**src/rtl/res_bcd_fmt_pkg.sv**
```systemverilog
// Shared definitions for the result-to-BCD formatter: FSM state
// encoding, the blank digit code and the double-dabble threshold.
package res_fmt_pkg;

  // Conversion sequencer states
  typedef enum logic [1:0] {
    IDLE,
    ABS,
    SHIFT,
    FIN
  } fmt_state_t;

  // Digit code the seven-segment driver renders as an unlit digit
  localparam logic [3:0] BCD_BLANK = 4'hF;

  // Double-dabble correction threshold: digits at or above this get +3
  localparam logic [3:0] DD_ADJ_TH = 4'd5;

endpackage

```
**src/rtl/res_bcd_fmt_dd_digit_adj.sv**
```systemverilog
// Double-dabble digit corrector: adds 3 to a BCD digit that is 5 or
// more, so the following left shift carries correctly into the next digit.
import res_fmt_pkg::*;

module dd_digit_adj (
  input  logic [3:0] din,
  output logic [3:0] dout
);

  // Add-3-if-at-least-5 correction
  always_comb begin
    dout = din;
    if (din >= DD_ADJ_TH) begin
      dout = din + 4'd3;
    end
  end

endmodule

```
**src/rtl/res_bcd_fmt.sv**
```systemverilog
// Result formatter: captures a signed ALU result on res_vld, takes its
// magnitude, converts it to ND BCD digits with a bit-serial double-dabble
// and presents sign, overflow error and digits to the display driver.
// Optional build macro RES_BCD_FMT_BLANK_EN: blank leading zero digits
// (and show all-blank on overflow) instead of raw BCD.
import res_fmt_pkg::*;

module res_bcd_fmt #(
  parameter int W  = 8,
  parameter int ND = 3
) (
  input  logic            clk,
  input  logic            rst,
  input  logic            res_vld,
  input  logic [W-1:0]    res,
  input  logic            ovf,
  output logic            busy,
  output logic            out_vld,
  output logic            neg,
  output logic            err,
  output logic [4*ND-1:0] bcd
);

  localparam int CW = $clog2(W + 1);
  localparam int BW = 4 * ND;

`ifdef RES_BCD_FMT_BLANK_EN
  localparam logic [BW-1:0] ERR_CODE = {ND{BCD_BLANK}};
`else
  localparam logic [BW-1:0] ERR_CODE = '0;
`endif

  fmt_state_t    state_q, state_d;
  logic [W-1:0]  mag_q, mag_d;
  logic [BW-1:0] scratch_q, scratch_d;
  logic [CW-1:0] cnt_q, cnt_d;
  logic          sign_q, sign_d;
  logic [BW-1:0] bcd_q, bcd_d;
  logic          neg_q, neg_d;
  logic          err_q, err_d;

  logic [BW-1:0]   scratch_adj;
  logic [BW+W-1:0] dd_vec;
  logic [BW+W-1:0] dd_shift;
  logic [BW-1:0]   scratch_shift;
  logic [W-1:0]    mag_shift;
  logic [BW-1:0]   bcd_fmt;

  // One corrector per digit of the BCD scratch register
  genvar g;
  generate
    for (g = 0; g < ND; g++) begin : g_adj
      dd_digit_adj u_adj (
        .din  (scratch_q[4*g +: 4]),
        .dout (scratch_adj[4*g +: 4])
      );
    end
  endgenerate

  // Corrected scratch and magnitude shifted left together as one word
  always_comb begin
    dd_vec        = {scratch_adj, mag_q};
    dd_shift      = dd_vec << 1;
    scratch_shift = dd_shift[BW+W-1:W];
    mag_shift     = dd_shift[W-1:0];
  end

`ifdef RES_BCD_FMT_BLANK_EN
  // Blank leading zero digits from the top down; digit 0 always shows
  always_comb begin
    logic leading;
    bcd_fmt = scratch_shift;
    leading = 1'b1;
    for (int i = ND - 1; i >= 1; i--) begin
      if (leading && (scratch_shift[4*i +: 4] == 4'd0)) begin
        bcd_fmt[4*i +: 4] = BCD_BLANK;
      end else begin
        leading = 1'b0;
      end
    end
  end
`else
  // Raw BCD digits including leading zeros
  always_comb begin
    bcd_fmt = scratch_shift;
  end
`endif

  // State and datapath registers; reset wins over any conversion
  always_ff @(posedge clk) begin
    if (rst) begin
      state_q   <= IDLE;
      mag_q     <= '0;
      scratch_q <= '0;
      cnt_q     <= '0;
      sign_q    <= 1'b0;
      bcd_q     <= '0;
      neg_q     <= 1'b0;
      err_q     <= 1'b0;
    end else begin
      state_q   <= state_d;
      mag_q     <= mag_d;
      scratch_q <= scratch_d;
      cnt_q     <= cnt_d;
      sign_q    <= sign_d;
      bcd_q     <= bcd_d;
      neg_q     <= neg_d;
      err_q     <= err_d;
    end
  end

  // Next-state and datapath updates; outputs load on entry to FIN so
  // they are already valid during the FIN cycle alongside out_vld
  always_comb begin
    state_d   = state_q;
    mag_d     = mag_q;
    scratch_d = scratch_q;
    cnt_d     = cnt_q;
    sign_d    = sign_q;
    bcd_d     = bcd_q;
    neg_d     = neg_q;
    err_d     = err_q;

    case (state_q)
      IDLE: begin
        if (res_vld) begin
          if (ovf) begin
            err_d   = 1'b1;
            neg_d   = 1'b0;
            bcd_d   = ERR_CODE;
            state_d = FIN;
          end else begin
            mag_d   = res;
            sign_d  = res[W-1];
            state_d = ABS;
          end
        end
      end

      ABS: begin
        if (sign_q) begin
          mag_d = ~mag_q + {{(W-1){1'b0}}, 1'b1};
        end
        scratch_d = '0;
        cnt_d     = CW'(W);
        state_d   = SHIFT;
      end

      SHIFT: begin
        scratch_d = scratch_shift;
        mag_d     = mag_shift;
        cnt_d     = cnt_q - CW'(1);
        if (cnt_q == CW'(1)) begin
          bcd_d   = bcd_fmt;
          neg_d   = sign_q;
          err_d   = 1'b0;
          state_d = FIN;
        end
      end

      FIN: begin
        state_d = IDLE;
      end

      default: begin
        state_d = IDLE;
      end
    endcase
  end

  // Status and result outputs
  always_comb begin
    busy    = (state_q != IDLE);
    out_vld = (state_q == FIN);
    neg     = neg_q;
    err     = err_q;
    bcd     = bcd_q;
  end

endmodule
```
**config.mk**
```make
export PLATFORM = sky130hd
export DESIGN_NAME = res_bcd_fmt
export DESIGN_NICKNAME = d
export VERILOG_FILES = /design/src/rtl/res_bcd_fmt_pkg.sv /design/src/rtl/res_bcd_fmt_dd_digit_adj.sv /design/src/rtl/res_bcd_fmt.sv
export SDC_FILE = /design/constraint.sdc
export NUM_CORES = 1
export LEC_CHECK = 0
export CAP_MARGIN = 15
export CORE_AREA = 3 3 70 72
export CTS_BUF_LIST = sky130_fd_sc_hd__clkbuf_2
export CTS_CLUSTER_SIZE = 24
export DETAILED_ROUTE_END_ITERATION = 10
export DIE_AREA = 0 0 73 75
export GPL_ROUTABILITY_DRIVEN = 0
export MAX_ROUTING_LAYER = met4
export PLACE_DENSITY = 0.7
export RECOVER_POWER = 100
export REMOVE_ABC_BUFFERS = 1
export SYNTH_ARGS = -nofsm -noshare
export SYNTH_HDL_FRONTEND = slang
export SYNTH_SLANG_ARGS = --single-unit
```
**constraint.sdc**
```tcl
create_clock -name clk -period 2.4 [get_ports clk]
set_clock_uncertainty 0.1 [all_clocks]
set_input_delay 0.48 -clock clk [delete_from_list [all_inputs] [get_ports clk]]
set_output_delay 0.48 -clock clk [all_outputs]
set_load 0.05 [all_outputs]
```
==> metrics.md <==
| Metric | Value |
|---|---|
| Rows | `24` |
| Largest net degree at the start of global routing | `34` |
| Hold WC Path Type | `reg -> reg` |
| Mean post-synth cell area | `between 8 and 9 µm²` |
| DRT antenna net count | `0` |
| Worst-Margin Slew | `between 0.6 and 0.7 ns` |
| Most common cell in the netlist | `dfxtp_1` |
| CORE AREA | `4350 µm²` |
| Area of the die | `5480 µm²` |
| DRC | `0` |
| Seq cells post-synth | `41` |
| Clock Tree Root | `clkbuf_2` |
| Leakage | `0.944 nW` |
| Post-route core utilization | `0.582` |
| Multi-input gate area | `1220 µm²` |
| Period Utilization, post-route | `0.937` |
| CTS tree | `yes` |
| Grt total ovfl | `0` |
| Final Hold Fails | `0` |
| Part of the Yosys area used for sequential elements | `0.379` |
| Compound-Gate Fraction of Synth Area | `0.243` |
| Clk Latency, worst-skew pair | `roughly 0.40 ns` |
| Family with the most delay on the worst path | `buffers and inverters` |
| Tot Pwr | `between 2 and 2.5 mW` |
| Post-CTS resize count | `1` |
| FF/Latch Area | `~820 µm²` |
| Mux cell area share after synthesis | `0.0480` |
| Status | `finished, final reports clean` |
| Largest family of logic cells by synthesized area | `compound AO/OA/AOI/OAI gates` |
| Crit Path Class | `reg -> out` |
| Starting Density | `0.497` |
| EDFF count, synth | `0` |
| Clk slew on worst S/H paths | `0.22 ns` |
| Max_slew headroom | `0.570` |
| DRT Pass-1 Iters | `4` |
| Nets | `309` |
| Crit path required time | `1.82 ns` |
| Slowest CP cell | `dlygate4sd3_1` |
| Via density | `5.73` |
| Setup-failing EPs final | `0` |
| Initial antenna violation count | `0` |
| Startpoint class of the critical path | `flop` |
| Synth Area in Simple Gates | `0.172` |
| Placed cells | `around 330` |
| Initial DRC Count | `between 90 and 100` |
| PD cells | `just over 900 nW/µm²` |
| Max-cap viol count | `0` |
| Post-synth top area share | `0.379` |
| Final Max Tran Viols | `0` |
| Routed wire length | `5.09 mm` |
| XOR/XNOR Fraction of Synth Area | `0.0202` |
| Fin crit period | `2.25 ns` |
| # H-tree levels | `2` |
| Post-Layout Cell Count | `roughly 340` |
| Post-synth top cells | `41 x dfxtp_1, 23 x a21oi_1, 18 x inv_1` |
| RSZ-0062 raised after global routing | `no` |
| Die Width | `73 µm` |
| CP Cell Sequence | `dlygate4sd3_1` |
| Gr usage total | `0.206` |
| IO Count | `28` |
| Setup TNS Final | `0 ns` |
| Layout cell share with drive strength beyond 1 | `0.0845` |
| Longest Clk Path Bufs | `2` |
| Detailed-route wire length per cell | `15.1 µm` |
| Crit path DAT | `1.67 ns` |
| CTS Buf Count | `5` |
| Cell variety after synth | `41` |
| Diode count | `0` |
| Fmax | `0.445 GHz` |
| Setup crit end kind | `output pin` |
| Hold buffer count at cts | `0` |
| Post-Synthesis Cells | `253` |
| Yosys top cell by area | `dfxtp_1` |
| # Post-CTS Setup Buffers | `0` |
| Yosys warning count | `0` |
| Global-route wire length before repair | `8.45 mm` |
| Clk sink count | `41` |
| I/O Buffers | `27` |
| Mapped cell area | `2160 µm²` |
| Routed vias | `~1900` |
| Max IR drop VDD | `~0.34 mV` |
| Ys async rst share | `0` |
| Peak per-stage delay on the critical path | `0.88 ns` |
| Vias in the first global route | `1797` |
| Adder-Cell Fraction of Synth Area | `0.0809` |
| Placed wire-length estimate | `3.55 mm` |
| CP max FO | `2` |
| Die Ht | `75 µm` |
| Filler instances | `426` |
| Main synth FF type | `dfxtp_1` |
| Crit path buffers/inverters | `1` |
| Area grow syn2layout | `17.1%` |
| Synth top area cells | `dfxtp_1 38%, ha_1 8.1%, a21oi_1 5.3%, mux2i_1 3.2%, o21ai_0 3.2%` |
==> final timing paths <==
check                   from  endpoint  slack [ns]  cells past startpoint
setup / recovery      bcd[2]    bcd[2]        0.15                      1
hold / removal        bcd[8]    bcd[8]        0.39                      2
setup reg to reg  state_q[0]  mag_q[7]        0.29                      6
hold reg to reg       bcd[8]    bcd[8]        0.39                      2
==> worst register-to-register path, cell delays in order (launching register included) <==
cell,delay (ns)
dfxtp_1,0.43
inv_1,0.10
ha_1,0.54
inv_1,0.34
o2bb2ai_1,0.21
o21ai_0,0.21
a21oi_1,0.09
==> stage by stage <==
stage / instance area (µm²) / hold WS [ns] / setup slack, ns
2_1_floorplan: 2120 / 0.342 / 0.126
3_3_place_gp: 2510 / 0.366 / 0.256
3_5_place_dp: 2510 / 0.368 / 0.206
4_1_cts: 2550 / 0.393 / 0.175
5_1_grt: 2530 / 0.413 / 0.0582
6_report: 2530 / 0.390 / 0.151
==> kinds of logic after synthesis <==
group,count (synthesis)
muxes,10
buffers and inverters,32
and+or+nand+nor,71
AOI/OAI and AO/OA,80
xor gates and xnor gates,5
adders and majority gates,14
DFF,41
==> metal layers <==
metal,GRT usage,routed length [µm]
met5,-,0
met4,0.0594,38
met3,0.0494,149
met2,0.326,2450
met1,0.261,2440
==> report_power, final <==
group	switching [mW]	total, mW	internal, mW
sequential	0.102	0.880	0.777
clock	0.234	0.303	0.0691
combinational	0.738	1.15	0.407
==> final cells by class <==
cell class,count,share of cell area
repair buffers,35,0.124
clock inverters,3,0.00691
clock buffers,5,0.00987
multi-input cells,180,0.480
inverters,20,0.0296
flip-flops and latches,41,0.324
well taps,52,0.0257
==> placed cells by master (no fill, tap or decap), types with 2 or more instances in the layout <==
master,instances
or3b_2,4
o32ai_1,6
nand2b_1,5
o311ai_0,2
dlygate4sd3_1,11
mux2i_1,7
buf_4,5
a211oi_1,5
a221oi_1,2
and2_1,2
dfxtp_1,41
o21ai_0,20
nand3_1,10
a21oi_1,23
xnor2_1,5
o2bb2ai_1,4
nand4_1,4
o211ai_1,8
ha_1,14
clkbuf_2,7
nor4_1,2
clkdlybuf4s50_1,14
nor3_1,5
nor3b_1,2
inv_1,18
a21o_1,4
clkbuf_1,2
nor2_1,15
clkinv_1,3
a221o_1,2
nand2_1,16
mux2_2,3
==> state kept, by name, summed over array words and instances (netlist names) <==
| name | count |
|---|---|
| state_q | 2 |
| scratch_q | 12 |
| mag_q | 8 |
| sign_q | 1 |
| cnt_q | 4 |
| neg | 1 |
| bcd | 12 |
| err | 1 |
(Power assumes the default switching activity.)
